## src/rtl/uart_pkg.sv

```systemverilog
`default_nettype none
// +----------------------------------------------------------------------------+
// | Module      : uart_pkg                                                     |
// | Description : Shared UART types: byte width, byte type and the TX FIFO     |
// |               launcher state encoding.                                     |
// | Revision    : 1.0 - initial release                                        |
// +----------------------------------------------------------------------------+
package uart_pkg;

    localparam int UART_DATA_WIDTH = 8;

    typedef logic [UART_DATA_WIDTH-1:0] uart_byte_t;

    typedef enum logic [1:0] {
        IDLE      = 2'd0,
        LAUNCH    = 2'd1,
        WAIT_BUSY = 2'd2,
        WAIT_DONE = 2'd3
    } uart_tx_fifo_state_t;

endpackage
`default_nettype wire

```

## src/rtl/uart_sync_fifo.sv

```systemverilog
`default_nettype none
// +----------------------------------------------------------------------------+
// | Module      : uart_sync_fifo                                               |
// | Description : Single-clock FIFO with registered full/empty/count.          |
// |               A push is accepted only when the registered full flag is 0;  |
// |               a pop is honoured only when the registered empty flag is 0.  |
// | Ports       : clk, rst        - clock, synchronous active-high reset       |
// |               i_push/i_data   - enqueue strobe and byte                    |
// |               i_pop           - dequeue strobe                             |
// |               o_head          - entry at the read pointer (combinational)  |
// |               o_full/o_empty/o_count - registered occupancy status         |
// | Revision    : 1.0 - initial release                                        |
// +----------------------------------------------------------------------------+
module uart_sync_fifo #(
    parameter int DEPTH_LOG2 = 4,
    parameter int DATA_WIDTH = 8
) (
    input  logic                  clk,
    input  logic                  rst,
    input  logic                  i_push,
    input  logic [DATA_WIDTH-1:0] i_data,
    input  logic                  i_pop,
    output logic [DATA_WIDTH-1:0] o_head,
    output logic                  o_full,
    output logic                  o_empty,
    output logic [DEPTH_LOG2:0]   o_count
);

    localparam int                c_DEPTH   = 1 << DEPTH_LOG2;
    localparam logic [DEPTH_LOG2:0] c_DEPTH_M1 = (DEPTH_LOG2+1)'(c_DEPTH - 1);

    logic [DATA_WIDTH-1:0] r_mem [0:c_DEPTH-1];
    logic [DEPTH_LOG2-1:0] r_wr_ptr;
    logic [DEPTH_LOG2-1:0] r_rd_ptr;
    logic [DEPTH_LOG2:0]   r_count;
    logic                  r_full;
    logic                  r_empty;

    logic w_push;
    logic w_pop;

    assign w_push = i_push & ~r_full;
    assign w_pop  = i_pop & ~r_empty;

    // Storage is deliberately left out of reset.
    always_ff @(posedge clk) begin
        if (w_push) begin
            r_mem[r_wr_ptr] <= i_data;
        end
    end

    always_ff @(posedge clk) begin
        if (rst) begin
            r_wr_ptr <= '0;
            r_rd_ptr <= '0;
            r_count  <= '0;
            r_full   <= 1'b0;
            r_empty  <= 1'b1;
        end else begin
            if (w_push) begin
                r_wr_ptr <= r_wr_ptr + 1'b1;
            end
            if (w_pop) begin
                r_rd_ptr <= r_rd_ptr + 1'b1;
            end
            // Flags are derived from the pre-update count so that all three
            // status outputs change on the same edge.
            if (w_push && !w_pop) begin
                r_count <= r_count + 1'b1;
                r_full  <= (r_count == c_DEPTH_M1);
                r_empty <= 1'b0;
            end else if (w_pop && !w_push) begin
                r_count <= r_count - 1'b1;
                r_full  <= 1'b0;
                r_empty <= (r_count == (DEPTH_LOG2+1)'(1));
            end
        end
    end

    assign o_head  = r_mem[r_rd_ptr];
    assign o_full  = r_full;
    assign o_empty = r_empty;
    assign o_count = r_count;

endmodule
`default_nettype wire

```

## src/rtl/uart_tx_fifo.sv

```systemverilog
`default_nettype none
// +----------------------------------------------------------------------------+
// | Module      : uart_tx_fifo                                                 |
// | Description : Byte queue in front of uart_transmitter. Buffers host writes |
// |               and launches them one at a time over the tx_en / tx_data /   |
// |               tx_busy handshake, with a bounded wait for tx_busy to rise.  |
// | Ports       : sys_clk, sys_rst   - clock, synchronous active-high reset    |
// |               wr_en, wr_data     - host write strobe and byte              |
// |               full, empty, count - registered occupancy status             |
// |               overflow, overflow_clear - sticky dropped-write flag / clear |
// |               tx_en, tx_data     - launch pulse and byte to transmitter    |
// |               tx_busy            - transmitter busy level                  |
// | Options     : UART_TX_FIFO_OVERFLOW_FLAG_EN - enables the overflow flag;   |
// |               when undefined overflow is tied 0 and drops are silent.      |
// | Revision    : 1.0 - initial release                                        |
// +----------------------------------------------------------------------------+
module uart_tx_fifo
    import uart_pkg::*;
#(
    parameter int DEPTH_LOG2    = 4,
    parameter int DATA_WIDTH    = UART_DATA_WIDTH,
    parameter int BUSY_WAIT_MAX = 65535
) (
    input  logic                  sys_clk,
    input  logic                  sys_rst,
    input  logic                  wr_en,
    input  logic [DATA_WIDTH-1:0] wr_data,
    output logic                  full,
    output logic                  empty,
    output logic [DEPTH_LOG2:0]   count,
    output logic                  overflow,
    input  logic                  overflow_clear,
    output logic                  tx_en,
    output logic [DATA_WIDTH-1:0] tx_data,
    input  logic                  tx_busy
);

    // Counter sized to reach BUSY_WAIT_MAX exactly; it stops there, never wraps.
    localparam int                c_WAIT_W   = (BUSY_WAIT_MAX < 1) ? 1 : $clog2(BUSY_WAIT_MAX + 1);
    localparam logic [c_WAIT_W-1:0] c_WAIT_MAX = c_WAIT_W'(BUSY_WAIT_MAX);

    uart_tx_fifo_state_t   r_state;
    logic                  r_tx_en;
    logic [DATA_WIDTH-1:0] r_tx_data;
    logic [c_WAIT_W-1:0]   r_wait_cnt;

    logic                  w_full;
    logic                  w_empty;
    logic                  w_pop;
    logic [DATA_WIDTH-1:0] w_head;

    // The only pop point is the IDLE->LAUNCH transition.
    assign w_pop = (r_state == IDLE) && !w_empty;

    uart_sync_fifo #(
        .DEPTH_LOG2 (DEPTH_LOG2),
        .DATA_WIDTH (DATA_WIDTH)
    ) u_fifo (
        .clk     (sys_clk),
        .rst     (sys_rst),
        .i_push  (wr_en),
        .i_data  (wr_data),
        .i_pop   (w_pop),
        .o_head  (w_head),
        .o_full  (w_full),
        .o_empty (w_empty),
        .o_count (count)
    );

    always_ff @(posedge sys_clk) begin
        if (sys_rst) begin
            r_state    <= IDLE;
            r_tx_en    <= 1'b0;
            r_tx_data  <= '0;
            r_wait_cnt <= '0;
        end else begin
            case (r_state)
                IDLE: begin
                    if (!w_empty) begin
                        r_state   <= LAUNCH;
                        r_tx_en   <= 1'b1;
                        r_tx_data <= w_head;
                    end
                end
                LAUNCH: begin
                    r_tx_en    <= 1'b0;
                    r_wait_cnt <= '0;
                    r_state    <= WAIT_BUSY;
                end
                WAIT_BUSY: begin
                    // If the transmitter never acknowledges, the byte is
                    // considered sent so the queue cannot stall forever.
                    if (tx_busy) begin
                        r_state <= WAIT_DONE;
                    end else if (r_wait_cnt == c_WAIT_MAX) begin
                        r_state <= IDLE;
                    end else begin
                        r_wait_cnt <= r_wait_cnt + 1'b1;
                    end
                end
                WAIT_DONE: begin
                    if (!tx_busy) begin
                        r_state <= IDLE;
                    end
                end
                default: begin
                    r_state <= IDLE;
                end
            endcase
        end
    end

    assign tx_en   = r_tx_en;
    assign tx_data = r_tx_data;
    assign full    = w_full;
    assign empty   = w_empty;

`ifdef UART_TX_FIFO_OVERFLOW_FLAG_EN
    logic r_overflow;

    // Set has priority over clear so a drop coincident with a clear is kept.
    always_ff @(posedge sys_clk) begin
        if (sys_rst) begin
            r_overflow <= 1'b0;
        end else if (wr_en && w_full) begin
            r_overflow <= 1'b1;
        end else if (overflow_clear) begin
            r_overflow <= 1'b0;
        end
    end

    assign overflow = r_overflow;
`else
    logic w_unused_overflow_clear;

    assign w_unused_overflow_clear = overflow_clear;
    assign overflow                = 1'b0;
`endif

endmodule
`default_nettype wire

```

## config.mk

```make
export PLATFORM = sky130hd
export DESIGN_NAME = uart_tx_fifo
export DESIGN_NICKNAME = d
export VERILOG_FILES = /design/src/rtl/uart_pkg.sv /design/src/rtl/uart_sync_fifo.sv /design/src/rtl/uart_tx_fifo.sv
export SDC_FILE = /design/constraint.sdc
export NUM_CORES = 1
export LEC_CHECK = 0
export BUFFER_PORTS_ARGS = -buffer_cell sky130_fd_sc_hd__buf_2
export CORE_MARGIN = 2
export CORE_UTILIZATION = 61
export CTS_CLUSTER_DIAMETER = 40
export DETAILED_ROUTE_END_ITERATION = 8
export PLACE_DENSITY_LB_ADDON = 0.2
export SETUP_SLACK_MARGIN = 0.5
export SYNTH_ARGS = -nofsm -noshare
export SYNTH_HDL_FRONTEND = slang
export SYNTH_SLANG_ARGS = --single-unit
```

## constraint.sdc

```tcl
create_clock -name sys_clk -period 2.6 [get_ports sys_clk]
set_input_delay 0.65 -clock sys_clk [delete_from_list [all_inputs] [get_ports sys_clk]]
set_output_delay 0.65 -clock sys_clk [all_outputs]
set_load 0.05 [all_outputs]
```

# == Word level (Yosys, flattened, before mapping) ==
# Memory sizes are Yosys's and may differ from the RTL's. A register that Yosys moved wholly into a read port is not among the register bits.
# Index checks and enable logic that the tools add are counted.
# op_classes
n_addsub,5
eq_ne,11
n_mux,18
n_bitwise,4
n_reduce_logical,14
# op_table
operator,n
two-way mux 16 bit,2
one-hot mux 16 bit (2 select lines),1
adder 16 x 1 -> 16 bit (second input constant),1
equality test 16 bit (second input constant),1
two-way mux 5 bit,2
adder 4 x 1 -> 4 bit (second input constant),2
two-way mux 2 bit,4
!= test 2 bit (second input constant),4
one-hot mux 2 bit (4 select lines),1
two-way mux 1 bit,7
AND reduction 3 bit,2
nonzero test 2 bit,3
adder 5 x 1 -> 5 bit (second input constant),1
equality test 5 x 1 -> 1 bit (second input constant),1
equality test 5 x 4 -> 1 bit (second input constant),1
subtractor 5 x 1 -> 5 bit (second input constant),1
equality test 2 bit (second input constant),2
AND reduction 2 bit,2
logical AND 1 bit,3
logical NOT 1 bit,3
!= test 3 bit (second input constant),1
bitwise AND 1 bit,2
equality test 2 x 1 -> 1 bit (second input constant),1
logical NOT 2 bit,1
other kinds (2),3
# word_totals
reg_bits,34
ram_bits,128
out_inout_bits,17
elab_cells,61
mem_count,1
# mem_list
memory,depth,word_bits,rd,rd_ports_with_merged_regs,wr,line_no,rtl
u_fifo.r_mem,16,8,1,1,1,uart_sync_fifo.sv:32,logic [DATA_WIDTH-1:0] r_mem [0:c_DEPTH-1];

# == Depth between registers and ports, before layout ==
# logic_depth
depth_word,6
ltp_mapped,9
ltp_nobuf,7

# == By module ==
# From an unflattened synthesis, not the netlist that was laid out.
# unflattened
cells_unflattened,474
area_unflattened_um2,7161.9
# by_module_without_submodules
mod,instances,cells_each,area_per_inst_um2,seq_area_each_um2
uart_sync_fifo,1,321,5833.1,4224.1
uart_tx_fifo,1,153,1328.8,540.5

# == Worst setup path after synthesis ==
# Ideal clock, no wire load.
# synth_timing
path_type,register to register
from,reg u_fifo.r_empty (netlist: u_fifo.o_empty)
to,reg u_fifo.r_count[3] (netlist: u_fifo.o_count[3])
setup_time_ns,0.128
arrival_ns,2.201
required_time_ns,2.472
setup_slack_ns,0.272
path_stages_with_launch,9
path_cell_list,dfxtp_1 nor3_2 inv_1 ha_1 clkbuf_1 or4_1 a21oi_1 xnor2_1 nor2_1
# synth_between
elab_chain_len,6
elab_cells_between_ends,9
classes_between,1 x mux; 2 x bitwise; 6 x reduce/logical
# synth_rtl
item,line_no,rtl
start: declaration,uart_sync_fifo.sv:37,logic r_empty;
start signal: assignment,uart_sync_fifo.sv:75,r_empty <= (r_count == (DEPTH_LOG2+1)'(1));
logical NOT 1 bit,--,
logical AND 1 bit,uart_tx_fifo.sv:53,assign w_pop = (r_state == IDLE) && !w_empty;
bitwise AND 1 bit *,uart_sync_fifo.sv:43,assign w_pop = i_pop & ~r_empty;
logical NOT 1 bit,uart_sync_fifo.sv:68,if (w_push && !w_pop) begin
logical AND 1 bit,uart_sync_fifo.sv:68,
two-way mux 5 bit / nonzero test 2 bit (equally long branches),--,
end signal: assignment,uart_sync_fifo.sv:69,r_count <= r_count + 1'b1;
end signal: assignment,uart_sync_fifo.sv:73,r_count <= r_count - 1'b1;
end: declaration,uart_sync_fifo.sv:35,logic [DEPTH_LOG2:0] r_count;
# Mark *: on every way between the ends. The rest lies on a longest branch, timed or not.
# A chain may end at the register's enable or synchronous reset.

# == Final worst setup path ==
# Same ends and word-level chain as after synthesis.

==> results.sh <==
export IMPL_status="finished, final reports clean"
export IMPL_rows=39
export IMPL_crit_chain="nor3_4, inv_1, ha_1, or4_1, a21oi_2, xnor2_1, nor2_1"
export IMPL_post_place_cells=669
export IMPL_synth_distinct_cells=55
export IMPL_first_pass_iters=6
export IMPL_grt_use_total=0.2455
export IMPL_synth_edf_count=128
export IMPL_power_density_nw_per_um2=823.9
export IMPL_relSlewSlack=0.5905
export IMPL_synth_top_cell_area_share=0.5377
export IMPL_die_w_um=112.3
export IMPL_hpwlAfterDp_mm=9.319
export IMPL_clock_latency_ns=0.43
export IMPL_synth_mux_area_frac=0.1061
export IMPL_routed_wl_mm=14.45
export IMPL_min_period_ns=1.949
export IMPL_antenna_found_initial=0
export IMPL_slowest_stage="or4_1"
export IMPL_gp_congestion=0.8648
export IMPL_tightest_slew_ns=0.6129
export IMPL_power_leakage_nw=2.634
export IMPL_critPathMaxStageDelay_ns=0.46
export IMPL_cp_max_fo=8
export IMPL_diodes=0
export IMPL_setup_viol=0
export IMPL_worstSetupEndpointType="flip-flop"
export IMPL_final_hold_viol_count=0
export IMPL_synthTopCellsByArea="edfxtp_1, dfxtp_1, mux4_2, mux2i_1, ha_1"
export IMPL_arrival_ns=2.26
export IMPL_clkSinkCount=170
export IMPL_start_util=0.6260
export IMPL_synth_seq_cells=170
export IMPL_n_fill_cell=775
export IMPL_clk_pin_slew_ns=0.06
export IMPL_synth_compound_area_frac=0.07107
export IMPL_syn_nets=530
export IMPL_cts_tree="yes"
export IMPL_ctsLongestPathBuffers=2
export IMPL_netlist_instances=506
export IMPL_grt_start_max_net_pins=37
export IMPL_post_route_cells_drive_above_1_share=0.2043
export IMPL_ys_flop_type="edfxtp_1"
export IMPL_drv_slew=0
export IMPL_synthArstFlopShare=0
export IMPL_synth_simple_area_share=0.1092
export IMPL_yosys_warnings=0
export IMPL_grt_use_met2=0.3775
export IMPL_grt_remaining_overflow=0
export IMPL_drtAntennaViolNets=0
export IMPL_cts_made_buffers=17
export IMPL_grt_pass1_vias=4343
export IMPL_yosys_area_top_type="edfxtp_1"
export IMPL_grtUsageMet3=0.06479
export IMPL_finalCritPeriodShare=0.7496
export IMPL_gr_max_usage_layer="met2"
export IMPL_crit_path_start_kind="flip-flop"
export IMPL_hp_class="flip-flop to flip-flop"
export IMPL_rsz0062_at_grt="false"
export IMPL_io_buffers=27
export IMPL_dieArea_sq_um=12600
export IMPL_layout_nets=569
export IMPL_fmax_ghz=0.5131
export IMPL_synth_fa_ha_area_frac=0.01925
export IMPL_multi_input_area_sq_um=2283
export IMPL_drtIter0Drc=490
export IMPL_crit_type="flip-flop to flip-flop"
export IMPL_num_vias=4396
export IMPL_drcViolationCount=0
export IMPL_htreeDepth=4
export IMPL_core_area_sq_um=11420
export IMPL_viasPerCell=6.271
export IMPL_setup_tns_ns=0
export IMPL_ir_drop_mv=0.6156
export IMPL_syn_cell_area_sq_um=7148
export IMPL_met1_usage=0.3484
export IMPL_pin_count=30
export IMPL_wl_per_cell_um=20.61
export IMPL_avgSynthCellArea_sq_um=14.13
export IMPL_seq_area_sq_um=4691
export IMPL_required_ns=2.91
export IMPL_cap_violations=0
export IMPL_die_h_um=112.3
export IMPL_grt_pass1_wl_mm=23.21
export IMPL_synth_top_family_by_area="simple AND/OR/NAND/NOR gates"
export IMPL_cts_root_buf="clkbuf_16"
export IMPL_synth_xor_area_share=0.01103
export IMPL_fin_worst_skew_ns=0.01047
export IMPL_area_growth_pct=12.45
export IMPL_ys_seq_area_frac=0.6553
export IMPL_instances_no_fill=701
## cell families (layout without fill, tap and decap cells)
group / Yosys count / count (layout)
compound gates: 79 / 79
xor+xnor: 9 / 9
fa+ha+maj: 11 / 11
buf+inv: 41 / 93
flops: 170 / 170
mux: 47 / 47
other cells: 1 / 1
simple gates: 148 / 148
## flip-flops by register name, summed over array words and instances, names as in the netlist
name	cells
u_fifo.r_wr_ptr	4
u_fifo.r_rd_ptr	4
u_fifo.r_mem	128
u_fifo.o_empty	1
r_state	2
u_fifo.o_count	5
tx_data	8
tx_en	1
r_wait_cnt	16
u_fifo.o_full	1
## worst paths after layout
kind	cells past startpoint	from	end	slack [ns]
max	7	u_fifo.o_empty$_SDFFE_PP1P_	u_fifo.o_count[3]$_SDFFE_PP0P_	0.65
min	2	tx_data[5]$_SDFFE_PP0P_	tx_data[5]$_SDFFE_PP0P_	0.45
max reg2reg	7	u_fifo.o_empty$_SDFFE_PP1P_	u_fifo.o_count[3]$_SDFFE_PP0P_	0.65
min reg2reg	2	tx_data[5]$_SDFFE_PP0P_	tx_data[5]$_SDFFE_PP0P_	0.45
## per-stage QoR
| stage | utilization | area (sq um) | hold slack, ns | setup WS (ns) | power, mW |
|---|---|---|---|---|---|
| 3_5_place_dp | 0.6568 | 7500 | 0.4482 | 0.4506 | 4.421 |
| 6_report | 0.7039 | 8038 | 0.4531 | 0.6510 | 6.623 |
| 2_1_floorplan | - | 7167 | 0.4926 | 0.4713 | 4.122 |
| 4_1_cts | 0.7030 | 8028 | 0.4568 | 0.5433 | 6.639 |
| 3_3_place_gp | 0.6568 | 7500 | 0.4425 | 0.4968 | 4.384 |
| 5_1_grt | 0.7039 | 8038 | 0.4666 | 0.5410 | 6.892 |
## layout by cell type (no fill, tap or decap), types with 7 or more instances in the layout
cell type | Yosys | final
a21oi_1 | 27 | 26
buf_2 | 4 | 27
buf_4 | 6 | 24
clkbuf_16 | 0 | 17
dfxtp_1 | 42 | 39
edfxtp_1 | 128 | 128
ha_1 | 11 | 11
inv_1 | 9 | 9
mux2i_1 | 24 | 24
mux4_2 | 23 | 23
nand2_1 | 35 | 35
nand2b_1 | 7 | 7
nand3_1 | 12 | 12
nand4_1 | 12 | 12
nor2_1 | 35 | 35
o21ai_0 | 11 | 10
## Yosys cell counts, types with 3 or more instances
cell type and number:
edfxtp_1 128, dfxtp_1 42, nand2_1 35, nor2_1 35, a21oi_1 27, mux2i_1 24, mux4_2 23, clkbuf_1 17
nand3_1 12, nand4_1 12, ha_1 11, o21ai_0 11, inv_1 9, nand2b_1 7, buf_4 6, nor3_1 6
o211ai_1 6, or4_1 6, xor2_1 6, a22oi_1 5, a31oi_1 5, and4_1 5, nor2b_1 5, o22ai_1 5
o311ai_0 5, and3_1 4, buf_2 4, nor4_1 4, buf_1 3, nor4b_1 3, or3_1 3, xnor2_1 3
## metal layers
metal	part of all wire	up-vias
met5	0	-
met4	0.013	0
met3	0.059	19
met2	0.49	146
met1	0.43	2195
li1	-	2036
## worst max-delay path, delay by kind of cell (launching register included)
kind | cells | cell delay, ns
flops | 1 | 0.36
simple gates | 3 | 0.70
xor+xnor | 1 | 0.12
buf+inv | 1 | 0.15
fa+ha+maj | 1 | 0.33
compound gates | 1 | 0.15
## power by group
group	internal, mW	total (mW)	switching (mW)
clock	1.21	2.24	1.03
sequential	3.04	3.17	0.134
combinational	0.449	1.21	0.760
total	4.70	6.62	1.93
## repair_timing
action | CTS | global route
setup endpoints to repair | 1 | 6
hold buffers | 0 | 0
setup buffers | 0 | 0
gates resized for setup | 1 | 5
## area by class of cell
type	instances	share of cell area
clock buffer	17	0.05293
timing repair buffer	52	0.04063
inverter	9	0.004203
clock inverter	15	0.01230
multi-input combinational	295	0.2841
tap	143	0.02226
sequential	170	0.5836
Note: power is estimated with default switching activity, not from simulation.
